$ cat config.mk
export PLATFORM = sky130hd
export DESIGN_NAME = store_buffer_flat
export DESIGN_NICKNAME = d
export VERILOG_FILES = /design/src/rtl/store_buffer_if.sv /design/src/rtl/store_buffer.sv /design/src/flat_wrapper.sv
export SDC_FILE = /design/constraint.sdc
export NUM_CORES = 1
export LEC_CHECK = 0
export CORE_UTILIZATION = 60
export DETAILED_ROUTE_END_ITERATION = 7
export PLACE_DENSITY_LB_ADDON = 0.2
export SLEW_MARGIN = 40
export SYNTH_ARGS = -nofsm -noshare
export SYNTH_HDL_FRONTEND = slang
export SYNTH_SLANG_ARGS = --single-unit
$ cat constraint.sdc
create_clock -name clk -period 5 [get_ports clk]
set_input_delay 1 -clock clk [delete_from_list [all_inputs] [get_ports clk]]
set_output_delay 1 -clock clk [all_outputs]
set_load 0.02 [all_outputs]
$ cat src/rtl/store_buffer_if.sv
// Core/memory-side signal bundle for store_buffer.
// slave = the buffer itself; master = whatever drives the core and memory sides.
interface store_buffer_if #(
  parameter int unsigned DEPTH = 4,
  parameter int unsigned AW    = 32,
  parameter int unsigned DW    = 32
);
  localparam int unsigned CW = $clog2(DEPTH) + 1;

  logic          MemWrite;
  logic [AW-1:0] DataAdr;
  logic [DW-1:0] WriteData;
  logic          Stall;
  logic          FwdHit;
  logic [DW-1:0] FwdData;
  logic          mem_we;
  logic [AW-1:0] mem_adr;
  logic [DW-1:0] mem_wd;
  logic          mem_ready;
  logic [CW-1:0] count;

  modport slave (
    input  MemWrite, DataAdr, WriteData, mem_ready,
    output Stall, FwdHit, FwdData, mem_we, mem_adr, mem_wd, count
  );

  modport master (
    output MemWrite, DataAdr, WriteData, mem_ready,
    input  Stall, FwdHit, FwdData, mem_we, mem_adr, mem_wd, count
  );
endinterface

$ cat src/rtl/store_buffer.sv
// Posted-write buffer: in-order circular FIFO of stores draining to data memory,
// with combinational youngest-match forwarding to loads.
module store_buffer #(
  parameter int unsigned DEPTH = 4,
  parameter int unsigned AW    = 32,
  parameter int unsigned DW    = 32
) (
  input  logic           clk,
  input  logic           reset,
  store_buffer_if.slave  bus
);
  localparam int unsigned PW = $clog2(DEPTH);
  localparam int unsigned CW = PW + 1;

  logic [AW-1:0] adr_q  [DEPTH];
  logic [DW-1:0] data_q [DEPTH];
  logic [PW-1:0] head, tail, idx;
  logic [CW-1:0] count_q;
  logic          full, empty, enq, deq;
  logic          hit;
  logic [DW-1:0] fwd_data;
  logic          unused_adr_bits;

  assign full  = (count_q == CW'(DEPTH));
  assign empty = (count_q == '0);
  assign enq   = bus.MemWrite & ~full;
  assign deq   = ~empty & bus.mem_ready;

  assign bus.Stall   = bus.MemWrite & full;
  assign bus.mem_we  = ~empty;
  assign bus.mem_adr = adr_q[head];
  assign bus.mem_wd  = data_q[head];
  assign bus.count   = count_q;
  assign bus.FwdHit  = hit;
  assign bus.FwdData = fwd_data;

  // Forwarding works on word addresses; the byte offset is irrelevant.
  assign unused_adr_bits = ^bus.DataAdr[1:0];

  always_ff @(posedge clk) begin
    if (enq) begin
      adr_q[tail]  <= bus.DataAdr;
      data_q[tail] <= bus.WriteData;
    end
  end

  // Entry validity is implied by count relative to head, so reset only clears pointers/count.
  always_ff @(posedge clk) begin
    if (reset) begin
      head    <= '0;
      tail    <= '0;
      count_q <= '0;
    end else begin
      if (enq) tail <= tail + PW'(1);
      if (deq) head <= head + PW'(1);
      case ({enq, deq})
        2'b10:   count_q <= count_q + CW'(1);
        2'b01:   count_q <= count_q - CW'(1);
        default: count_q <= count_q;
      endcase
    end
  end

  // Walk from oldest to youngest so later matches override earlier ones.
  always_comb begin
    hit      = 1'b0;
    fwd_data = '0;
    idx      = '0;
    for (int unsigned k = 0; k < DEPTH; k++) begin
      idx = head + PW'(k);
      if ((CW'(k) < count_q) && (adr_q[idx][AW-1:2] == bus.DataAdr[AW-1:2])) begin
        hit      = 1'b1;
        fwd_data = data_q[idx];
      end
    end
  end
endmodule

$ cat src/flat_wrapper.sv
// flat-port wrapper written by rule: the top's interface ports become plain ports
module store_buffer_flat 
#(
  parameter int unsigned DEPTH = 4,
  parameter int unsigned AW    = 32,
  parameter int unsigned DW    = 32
)
  (clk, reset, bus_MemWrite, bus_DataAdr, bus_WriteData, bus_mem_ready, bus_Stall, bus_FwdHit, bus_FwdData, bus_mem_we, bus_mem_adr, bus_mem_wd, bus_count);
  store_buffer_if #(.DEPTH(DEPTH), .AW(AW), .DW(DW)) bus_i ();
  input  logic clk;
  input  logic reset;
  input wire logic [$bits(bus_i.MemWrite)-1:0] bus_MemWrite;
  input wire logic [$bits(bus_i.DataAdr)-1:0] bus_DataAdr;
  input wire logic [$bits(bus_i.WriteData)-1:0] bus_WriteData;
  input wire logic [$bits(bus_i.mem_ready)-1:0] bus_mem_ready;
  output wire logic [$bits(bus_i.Stall)-1:0] bus_Stall;
  output wire logic [$bits(bus_i.FwdHit)-1:0] bus_FwdHit;
  output wire logic [$bits(bus_i.FwdData)-1:0] bus_FwdData;
  output wire logic [$bits(bus_i.mem_we)-1:0] bus_mem_we;
  output wire logic [$bits(bus_i.mem_adr)-1:0] bus_mem_adr;
  output wire logic [$bits(bus_i.mem_wd)-1:0] bus_mem_wd;
  output wire logic [$bits(bus_i.count)-1:0] bus_count;
  assign bus_i.MemWrite = bus_MemWrite;
  assign bus_i.DataAdr = bus_DataAdr;
  assign bus_i.WriteData = bus_WriteData;
  assign bus_i.mem_ready = bus_mem_ready;
  assign bus_Stall = bus_i.Stall;
  assign bus_FwdHit = bus_i.FwdHit;
  assign bus_FwdData = bus_i.FwdData;
  assign bus_mem_we = bus_i.mem_we;
  assign bus_mem_adr = bus_i.mem_adr;
  assign bus_mem_wd = bus_i.mem_wd;
  assign bus_count = bus_i.count;
  store_buffer #(.DEPTH(DEPTH), .AW(AW), .DW(DW)) u_core (.clk(clk), .reset(reset), .bus(bus_i));
endmodule
Yosys cells after proc, flatten, opt, wreduce, memory -nomap -nowiden
Memories as Yosys holds them, arrays and structs flattened. A register that Yosys moved wholly into a read port is not among the register bits. Index checks and enable logic that the tools add are counted.

$add $sub $neg: 6. Equal/unequal tests: 7. Reduce and logical (&&, ||, !) cells: 6. Muxes and demuxes: 15. Order comparisons: 4. Bitwise logic cells: 5.

Operator list (number): $mux 32 (4); $eq 30x30->1 (4); $mux 2 (4); $lt 1x3->1 const A (2); $lt 2x3->1 const A (2); $mux 1 (6); $pmux 3 s2 (1); $add 2x1->2 const B (2); $add 2x2->2 const B (2); $logic_and 1x1->1 (4); $add 3x1->3 const B (1); $and 1x1->1 (3); $eq 3x3->1 const B (1); $logic_not 3->1 (1); $sub 3x1->3 const B (1); $eq 2x1->1 const B (1); $eq 2x2->1 const B (1); $not 1->1 (2); $reduce_bool 2->1 (1).

Input bits: 68. Output and inout port bits: 102. Bits in writable memories: 256. Memories kept: 2. Flip-flop bits (word level): 7.

Memories: u_core.adr_q (depth 4, width 32, rd ports 4, clocked after memory_dff 1, wr ports 1, line store_buffer.sv:15) `logic [AW-1:0] adr_q [DEPTH];`; u_core.data_q (depth 4, width 32, rd ports 4, clocked after memory_dff 1, wr ports 1, line store_buffer.sv:16) `logic [DW-1:0] data_q [DEPTH];`.

Depth between registers and ports, before layout
Gate-level depths: netlist of the first run. An unclocked memory read counts as a cell.

Word-level depth: 7. Depth in mapped cells: 16. Depth with buffers taken out: 8.

Worst setup path after synthesis of the first run
No wires, ideal clock.

Path kind: input to output. Start point: input port bus_DataAdr[23]. End point: output port bus_FwdData[12]. Stages on the path: 9. Setup slack: 0.812 ns. Arrival: 3.188 ns. Path buffers: 2. Cells stage by stage: clkbuf_1 xnor2_1 o41a_1 nor4_1 o2111ai_1 nor2_1 clkbuf_1 nand2_1 a31oi_1.

Longest elaborated chain between the ends: 6.

Ends and longest elaborated chain: from (decl) (line flat_wrapper.sv:13) `input wire logic [$bits(bus_i.DataAdr)-1:0] bus_DataAdr;`; $eq 30x30->1 (line store_buffer.sv:71) `if ((CW'(k) < count_q) && (adr_q[idx][AW-1:2] == bus.DataAdr[AW-1:2])) begin`; $logic_and 1x1->1 (line store_buffer.sv:71); $mux 32 (3 in series) (line store_buffer.sv:71); $mux 32 (*) (line store_buffer.sv:71); to (decl) (line flat_wrapper.sv:18) `output wire logic [$bits(bus_i.FwdData)-1:0] bus_FwdData;`.

Mark *: on every way between the ends. The rest lies on a longest branch, timed or not.

Final worst setup path of the first run
Start point: register u_core.head[0]. End point: output port bus_FwdData[20].

Longest elaborated chain between the ends: 7.

Ends and longest elaborated chain: from (decl) (line store_buffer.sv:17) `logic [PW-1:0] head, tail, idx;`; from (signal assigned) (line store_buffer.sv:55) `if (deq) head <= head + PW'(1);`; $add 2x1->2 (line store_buffer.sv:70) `idx = head + PW'(k);`; $mem_v2 4x32; $eq 30x30->1 (line store_buffer.sv:71); $logic_and 1x1->1 (line store_buffer.sv:71); $mux 32 (2 in series) (line store_buffer.sv:71); $mux 32 (*) (line store_buffer.sv:71).

Marked as above.

==> results.py, run 1 <==
metrics = {
    "worst_setup_path": {
        "crit_type": "reg2out",
        "end_kind": "primary output",
        "crit_fanout": 8,
        "critPathTopFamily": "buffers and inverters",
        "r2r_slack_ns": 2.08,
        "r2r_end": "u_core.adr_q[1][4]",
        "path_buf_inv": 7,
        "slowest_delay_ns": 0.53,
        "critPathSlowestCell": "mux4_2",
        "path_cells": "buf_4 -> mux4_2 -> xor2_2 -> nor4_2 -> buf_4 -> nand4_4 -> nor4_4 -> buf_6 -> buf_12 -> buf_16 -> buf_12 -> mux2_4 -> nand3_1 -> a31oi_1 -> buf_4",
        "r2r_cells": 5,
        "required_ns": 4.00,
        "cp-start-kind": "flop",
        "timing.rr.start": "u_core.bus.count[1]",
        "crit_top_cell": "buf_4",
        "arrival_ns": 4.07,
    },
    "placed_design": {
        "place_ws_ns": -0.6167,
        "place.gp.congestion": 1.004,
        "hpwl_um": 34790,
        "port_buffers": 169,
    },
    "status": {
        "violations": "negative setup slack",
        "outcome": "finished, violations left",
    },
    "global_routing": {
        "grtUsageTotal_pct": 34.89,
        "antenna_found_initial": 2,
        "grt_max_degree": 53,
        "grt_remaining_overflow": 0,
        "grt_pass1_wl_um": 75760,
        "grt_pass1_vias": 12670,
    },
    "logic_synthesis": {
        "synth.ff_latch_count": 265,
        "ys.flop_type": "edfxtp_1",
        "synth_nets": 1252,
        "synth_commonest_cells": "256 x edfxtp_1, 182 x mux4_2, 133 x mux2i_1",
        "synth_compound_area_share_pct": 4.779,
        "synth.most_common_cell": "edfxtp_1",
        "synthAdderAreaFrac_pct": 0.5793,
        "syn_avg_cell_area_um2": 14.69,
        "synthXorXnorAreaFrac_pct": 4.967,
        "synth_area_leader_cell": "edfxtp_1",
        "synth-edff-count": 256,
        "synth_mux_area_share_pct": 34.88,
        "synth.area.top_cells": "edfxtp_1 44%, mux4_2 24%, mux2i_1 7.7%, xnor2_1 3.6%, mux2_1 2.0%",
        "synth_top_area_share_pct": 44.49,
        "synth_cell_types": 62,
        "synth_top_family_by_area": "multiplexers",
        "yosys_warnings": 0,
        "synth-simple-area-share_pct": 5.547,
        "async_reset_ff_share_pct": 0,
        "ys_seq_area_share_pct": 45.53,
        "synthCells": 1176,
        "synth_area_um2": 17280,
    },
    "timing": {
        "maxSlewViolCount": 0,
        "finalClockSkew_ns": 0.006099,
        "rsz0062_at_grt": "yes",
        "setup_slack_ns": -0.06712,
        "setup_viol": 11,
        "setup_tns_ns": -0.4209,
        "slew_headroom_pct": 49.07,
        "layout_min_cycle_time_ns": 5.067,
        "max_freq_ghz": 0.1974,
        "worstMarginPinSlew_ns": 0.7640,
        "period_share_pct": 101.3,
        "finalHoldViolations": 0,
    },
    "detailed_routing": {
        "avgViaCountPerCell": 6.861,
        "routedWlPerCell_um": 27.38,
        "detail-route-antenna-nets": 0,
        "dr.pass1.iters": 5,
        "vias": 12851,
        "wl_um": 51280,
        "drcViolationCount": 0,
        "drt_iter0_drc": 1377,
    },
    "cts": {
        "clock-sinks": 265,
        "cts_max_path_buffers": 3,
        "clock-root-buffer": "clkbuf_16",
        "cts_tree": "done",
        "cts_buffers": 29,
        "clkLatencyLatePin_ns": 0.56,
        "clkTransAtPathRegs_ns": 0.06,
        "cts_max_level": 1,
    },
    "layout": {
        "fillers": 1689,
        "final_nets": 1550,
        "area_delta_synth_final_pct": 26.33,
        "drive_gt1_share_pct": 35.10,
    },
    "floorplanning": {
        "initial_utilization_pct": 61.52,
        "die-area_um2": 29480,
        "fp.dieH_um": 171.7,
        "top_level_ports": 170,
        "fp-row-count": 61,
        "die_width_um": 171.7,
        "core-area_um2": 28090,
    },
    "hold_path": {
        "hold_depth": 2,
        "min_from": "u_core.tail[0]",
        "hp-class": "reg2reg",
        "hold_path_end": "u_core.tail[0]",
    },
    "run": {
        "maxCapViolCount": 0,
    },
    "power": {
        "power_mw": 9.258,
        "power_density_nw_per_um2": 424.1,
        "ir_drop_mv": 0.3251,
        "leakage_nw": 7.265,
    },
}
-- sequential cells by signal, indices dropped and copies added (netlist names), named ones only --
signal / count
u_core.data_q: 128
u_core.head: 2
u_core.adr_q: 128
u_core.bus.count: 3
u_core.tail: 2
-- per-layer routing --
layer	GRT usage [%]	vias to the layer above	share of wire, %
met1	47.00	6574	38
li1	-	5389	-
met3	6.006	111	9.3
met5	0	-	0
met4	13.35	0	3.4
met2	57.01	777	49
-- worst reg2reg max path, delay by kind of cell (launching register included) --
family	cells	cell delay [ns]
adder cells (fa/ha/maj)	1	0.23
AND/OR/NAND/NOR	1	0.77
buffers and inverters	2	0.55
AO/OA/AOI/OAI	1	0.55
flip-flops	1	0.49
-- final cells by class --
class | count | area (um2) | share of cell area, %
Multi-Input combinational cell | 787 | 9031 | 41.37
Sequential cell | 265 | 7883 | 36.11
Timing Repair Buffer | 373 | 3506 | 16.06
Clock buffer | 35 | 748.2 | 3.428
Tap cell | 378 | 473.0 | 2.167
Clock inverter | 15 | 112.6 | 0.5159
Inverter | 18 | 70.07 | 0.3210
Antenna cell | 2 | 5.005 | 0.02293
-- metrics by stage --
step / cells / utilization [%] / area [um2] / hold slack, ns
global route: 1871 / 77.70 / 21820 / 0.6702
finish: 1873 / 77.72 / 21830 / 0.5840
detailed placement: 1792 / 72.76 / 20440 / 0.5768
CTS: 1859 / 76.68 / 21540 / 0.5848
global placement: 1792 / 72.76 / 20440 / 0.5620
floorplan: 1176 / - / 17280 / 0.5382
-- placed cells by master (no fill, tap or decap), drive strengths merged, types with 4 or more instances in the layout --
cell,Yosys,routed
edfxtp,256,256
o2111ai,7,7
dfxtp,9,9
clkdlybuf4s50,0,131
nor2,60,60
nand2b,4,4
and2,9,9
xnor2,72,72
ha,8,8
o2bb2ai,4,4
nor3,6,6
buf,74,229
a2bb2oi,4,4
nor4,8,8
xor2,26,26
o21ai,15,15
inv,17,18
mux2,46,46
dlygate4sd2,0,4
clkbuf,32,41
a31oi,34,34
nand4,16,16
nand3,36,36
mux2i,133,133
a22oi,7,7
mux4,185,185
a21oi,12,12
nand2,50,50
o22ai,7,7
clkinv,1,13
-- worst max path at each step --
stage               depth (start not counted)  slack, ns             from              end
global placement                           13      -0.63   bus_DataAdr[9]  bus_FwdData[28]
detailed placement                         13      -0.62   bus_DataAdr[9]  bus_FwdData[20]
floorplan                                   9       0.81  bus_DataAdr[23]  bus_FwdData[12]
global route                               15      -0.14   u_core.head[0]  bus_FwdData[19]
CTS                                        15       -0.1   u_core.head[0]  bus_FwdData[23]
finish                                     15      -0.07   u_core.head[0]  bus_FwdData[20]
-- cell families (layout without fill, tap and decap cells) --
family / Yosys count / in the layout
AO/OA/AOI/OAI: 118 / 118
buffers and inverters: 124 / 441
flip-flops: 265 / 265
adder cells (fa/ha/maj): 8 / 8
AND/OR/NAND/NOR: 199 / 199
XOR/XNOR: 98 / 98
other: 0 / 2
multiplexers: 364 / 364
-- report_power, final --
group / switching (mW) / internal, mW
Sequential: 0.193 / 2.66
Clock: 0.879 / 1.11
Combinational: 2.16 / 2.26
Total: 3.23 / 6.03
-- repair_timing --
| action | in CTS | in global routing |
|---|---|---|
| buffers inserted | 15 | 13 |
| hold buffers | 0 | 0 |
| setup endpoints to repair | 33 | 33 |
| pin swaps | 8 | 9 |
| gates cloned | 3 | 0 |
| resized for setup | 165 | 75 |
(Power assumes the default switching activity.)
==> run 2, diff against run 1 <==
--- a/config.mk
+++ b/config.mk
@@ -5,6 +5,8 @@
 export SDC_FILE = /design/constraint.sdc
 export NUM_CORES = 1
 export LEC_CHECK = 0
+export ABC_CLOCK_PERIOD_IN_PS = 5950
+export CAP_MARGIN = 20
 export CORE_UTILIZATION = 60
 export DETAILED_ROUTE_END_ITERATION = 7
 export PLACE_DENSITY_LB_ADDON = 0.2
==> constraint.sdc (replaced) <==
create_clock -name clk -period 5.95 [get_ports clk]
set_input_delay 1.19 -clock clk [delete_from_list [all_inputs] [get_ports clk]]
set_output_delay 1.19 -clock clk [all_outputs]
set_load 0.02 [all_outputs]
==> results.py, run 2 (synthesis gave the netlist of run 1 again) <==
metrics = {
    "global_routing": {
        "grt_remaining_overflow": 0,
        "grt_max_degree": 66,
        "antenna_found_initial": 3,
        "grt_pass1_vias": 12146,
        "grt_pass1_wl_um": 72090,
        "grtUsageTotal_pct": 32.99,
    },
    "detailed_routing": {
        "avgViaCountPerCell": 7.002,
        "dr.pass1.iters": 5,
        "vias": 12225,
        "wl_um": 47940,
        "drcViolationCount": 0,
        "drt_iter0_drc": 1480,
        "detail-route-antenna-nets": 0,
        "routedWlPerCell_um": 27.46,
    },
    "layout": {
        "finalNonFillerCells": 1746,
        "mostFrequentLayoutCell": "edfxtp_1",
        "final_cell_mix": "256 x edfxtp_1, 182 x mux4_2, 160 x clkdlybuf4s50_1, 133 x mux2i_1, 72 x xnor2_1",
        "drive_gt1_share_pct": 24.36,
        "postLayoutCoreUtil_pct": 73.50,
        "final_nets": 1421,
        "stdcell_area_um2": 20640,
        "area_delta_synth_final_pct": 19.48,
    },
    "placed_design": {
        "port_buffers": 169,
        "dp_cells": 1689,
        "hpwl_um": 32180,
        "place_area_um2": 19540,
        "place.gp.congestion": 1.029,
    },
    "floorplanning": {
        "core-area_um2": 28090,
        "fp.dieH_um": 171.7,
        "fp-row-count": 61,
        "top_level_ports": 170,
        "initial_utilization_pct": 61.52,
        "die_width_um": 171.7,
        "die-area_um2": 29480,
    },
    "timing": {
        "maxSlewViolCount": 0,
        "finalHoldViolations": 0,
        "setup_tns_ns": 0,
        "rsz0062_at_grt": "no",
        "setup_viol": 0,
        "finalClockSkew_ns": 0.01615,
        "slew_headroom_pct": 46.92,
        "max_freq_ghz": 0.1715,
        "period_share_pct": 97.97,
        "worstMarginPinSlew_ns": 0.7962,
        "layout_min_cycle_time_ns": 5.829,
    },
    "power": {
        "power_density_nw_per_um2": 369.4,
        "leakage_nw": 6.597,
        "power_mw": 7.626,
        "ir_drop_mv": 0.3335,
    },
    "worst_setup_path": {
        "crit_fanout": 32,
        "end_kind": "primary output",
        "required_ns": 4.76,
        "cp-start-kind": "input pin",
        "arrival_ns": 4.64,
        "crit_type": "in2out",
    },
    "cts": {
        "cts_max_level": 1,
        "clock-root-buffer": "clkbuf_16",
        "clkLatencyLatePin_ns": 0.58,
        "clock-sinks": 265,
        "cts_max_path_buffers": 3,
        "cts_buffers": 29,
        "cts_tree": "done",
        "clkTransAtPathRegs_ns": 0.05,
        "cts_hold_buf": 0,
    },
    "hold_path": {
        "hp-class": "reg2reg",
    },
    "status": {
        "outcome": "completed",
    },
    "run": {
        "maxCapViolCount": 0,
    },
}
[run 2: per-stage QoR]
stage	hold WS (ns)	setup WS (ns)
finish	0.5861	0.1205
global route	0.6592	0.007472
CTS	0.5942	0.06381
detailed placement	0.5760	0.1072
global placement	0.5623	0.1209
floorplan	0.5382	1.382
[run 2: cell type report]
cell class,instances,area [um2]
well taps,378,473.0
flip-flops and latches,265,7883
diodes,1,2.502
repair buffers,244,2422
multi-input cells,787,8786
inverters,18,68.82
clock buffers,38,769.5
fillers,1841,7442
clock inverters,15,240.2
[run 2: worst paths after layout]
check,start,to,slack (ns),cells after the start
max reg2reg,u_core.bus.count[0],u_core.adr_q[3][26],2.97,5
min reg2reg,u_core.tail[0],u_core.tail[0],0.59,2
min,u_core.tail[0],u_core.tail[0],0.59,2
max,bus_DataAdr[15],bus_FwdData[2],0.12,12
[run 2: per-layer routing]
layer	up-vias	wire length, um	GRT usage (%)
li1	5123	-	-
met1	6252	18540	45.31
met2	729	23370	53.37
met3	119	4417	5.269
met4	2	1599	12.34
met5	-	13	0
[run 2: timing repair]
| item | 4_1_cts | 5_1_grt |
|---|---|---|
| hold endpoints to repair | 0 | 0 |
| gates resized for setup | 1 | 10 |
| buffers inserted | 1 | 1 |
| endpoints found under the setup margin | 12 | 31 |
[run 2: power by group]
part | switching [mW] | internal (mW)
registers | 0.224 | 2.23
clock network | 0.743 | 1.17
logic | 1.62 | 1.64
total | 2.58 | 5.04
[run 2: worst max-delay path: stages]
cell,delay (ns)
clkdlybuf4s50_1,0.53
nand2b_1,0.20
mux2i_1,0.26
buf_4,0.18
o2111ai_1,0.18
nor4bb_1,0.36
o2111ai_1,0.26
o21bai_2,0.25
buf_12,0.22
nand3_1,0.11
a31oi_1,0.22
clkdlybuf4s50_1,0.64
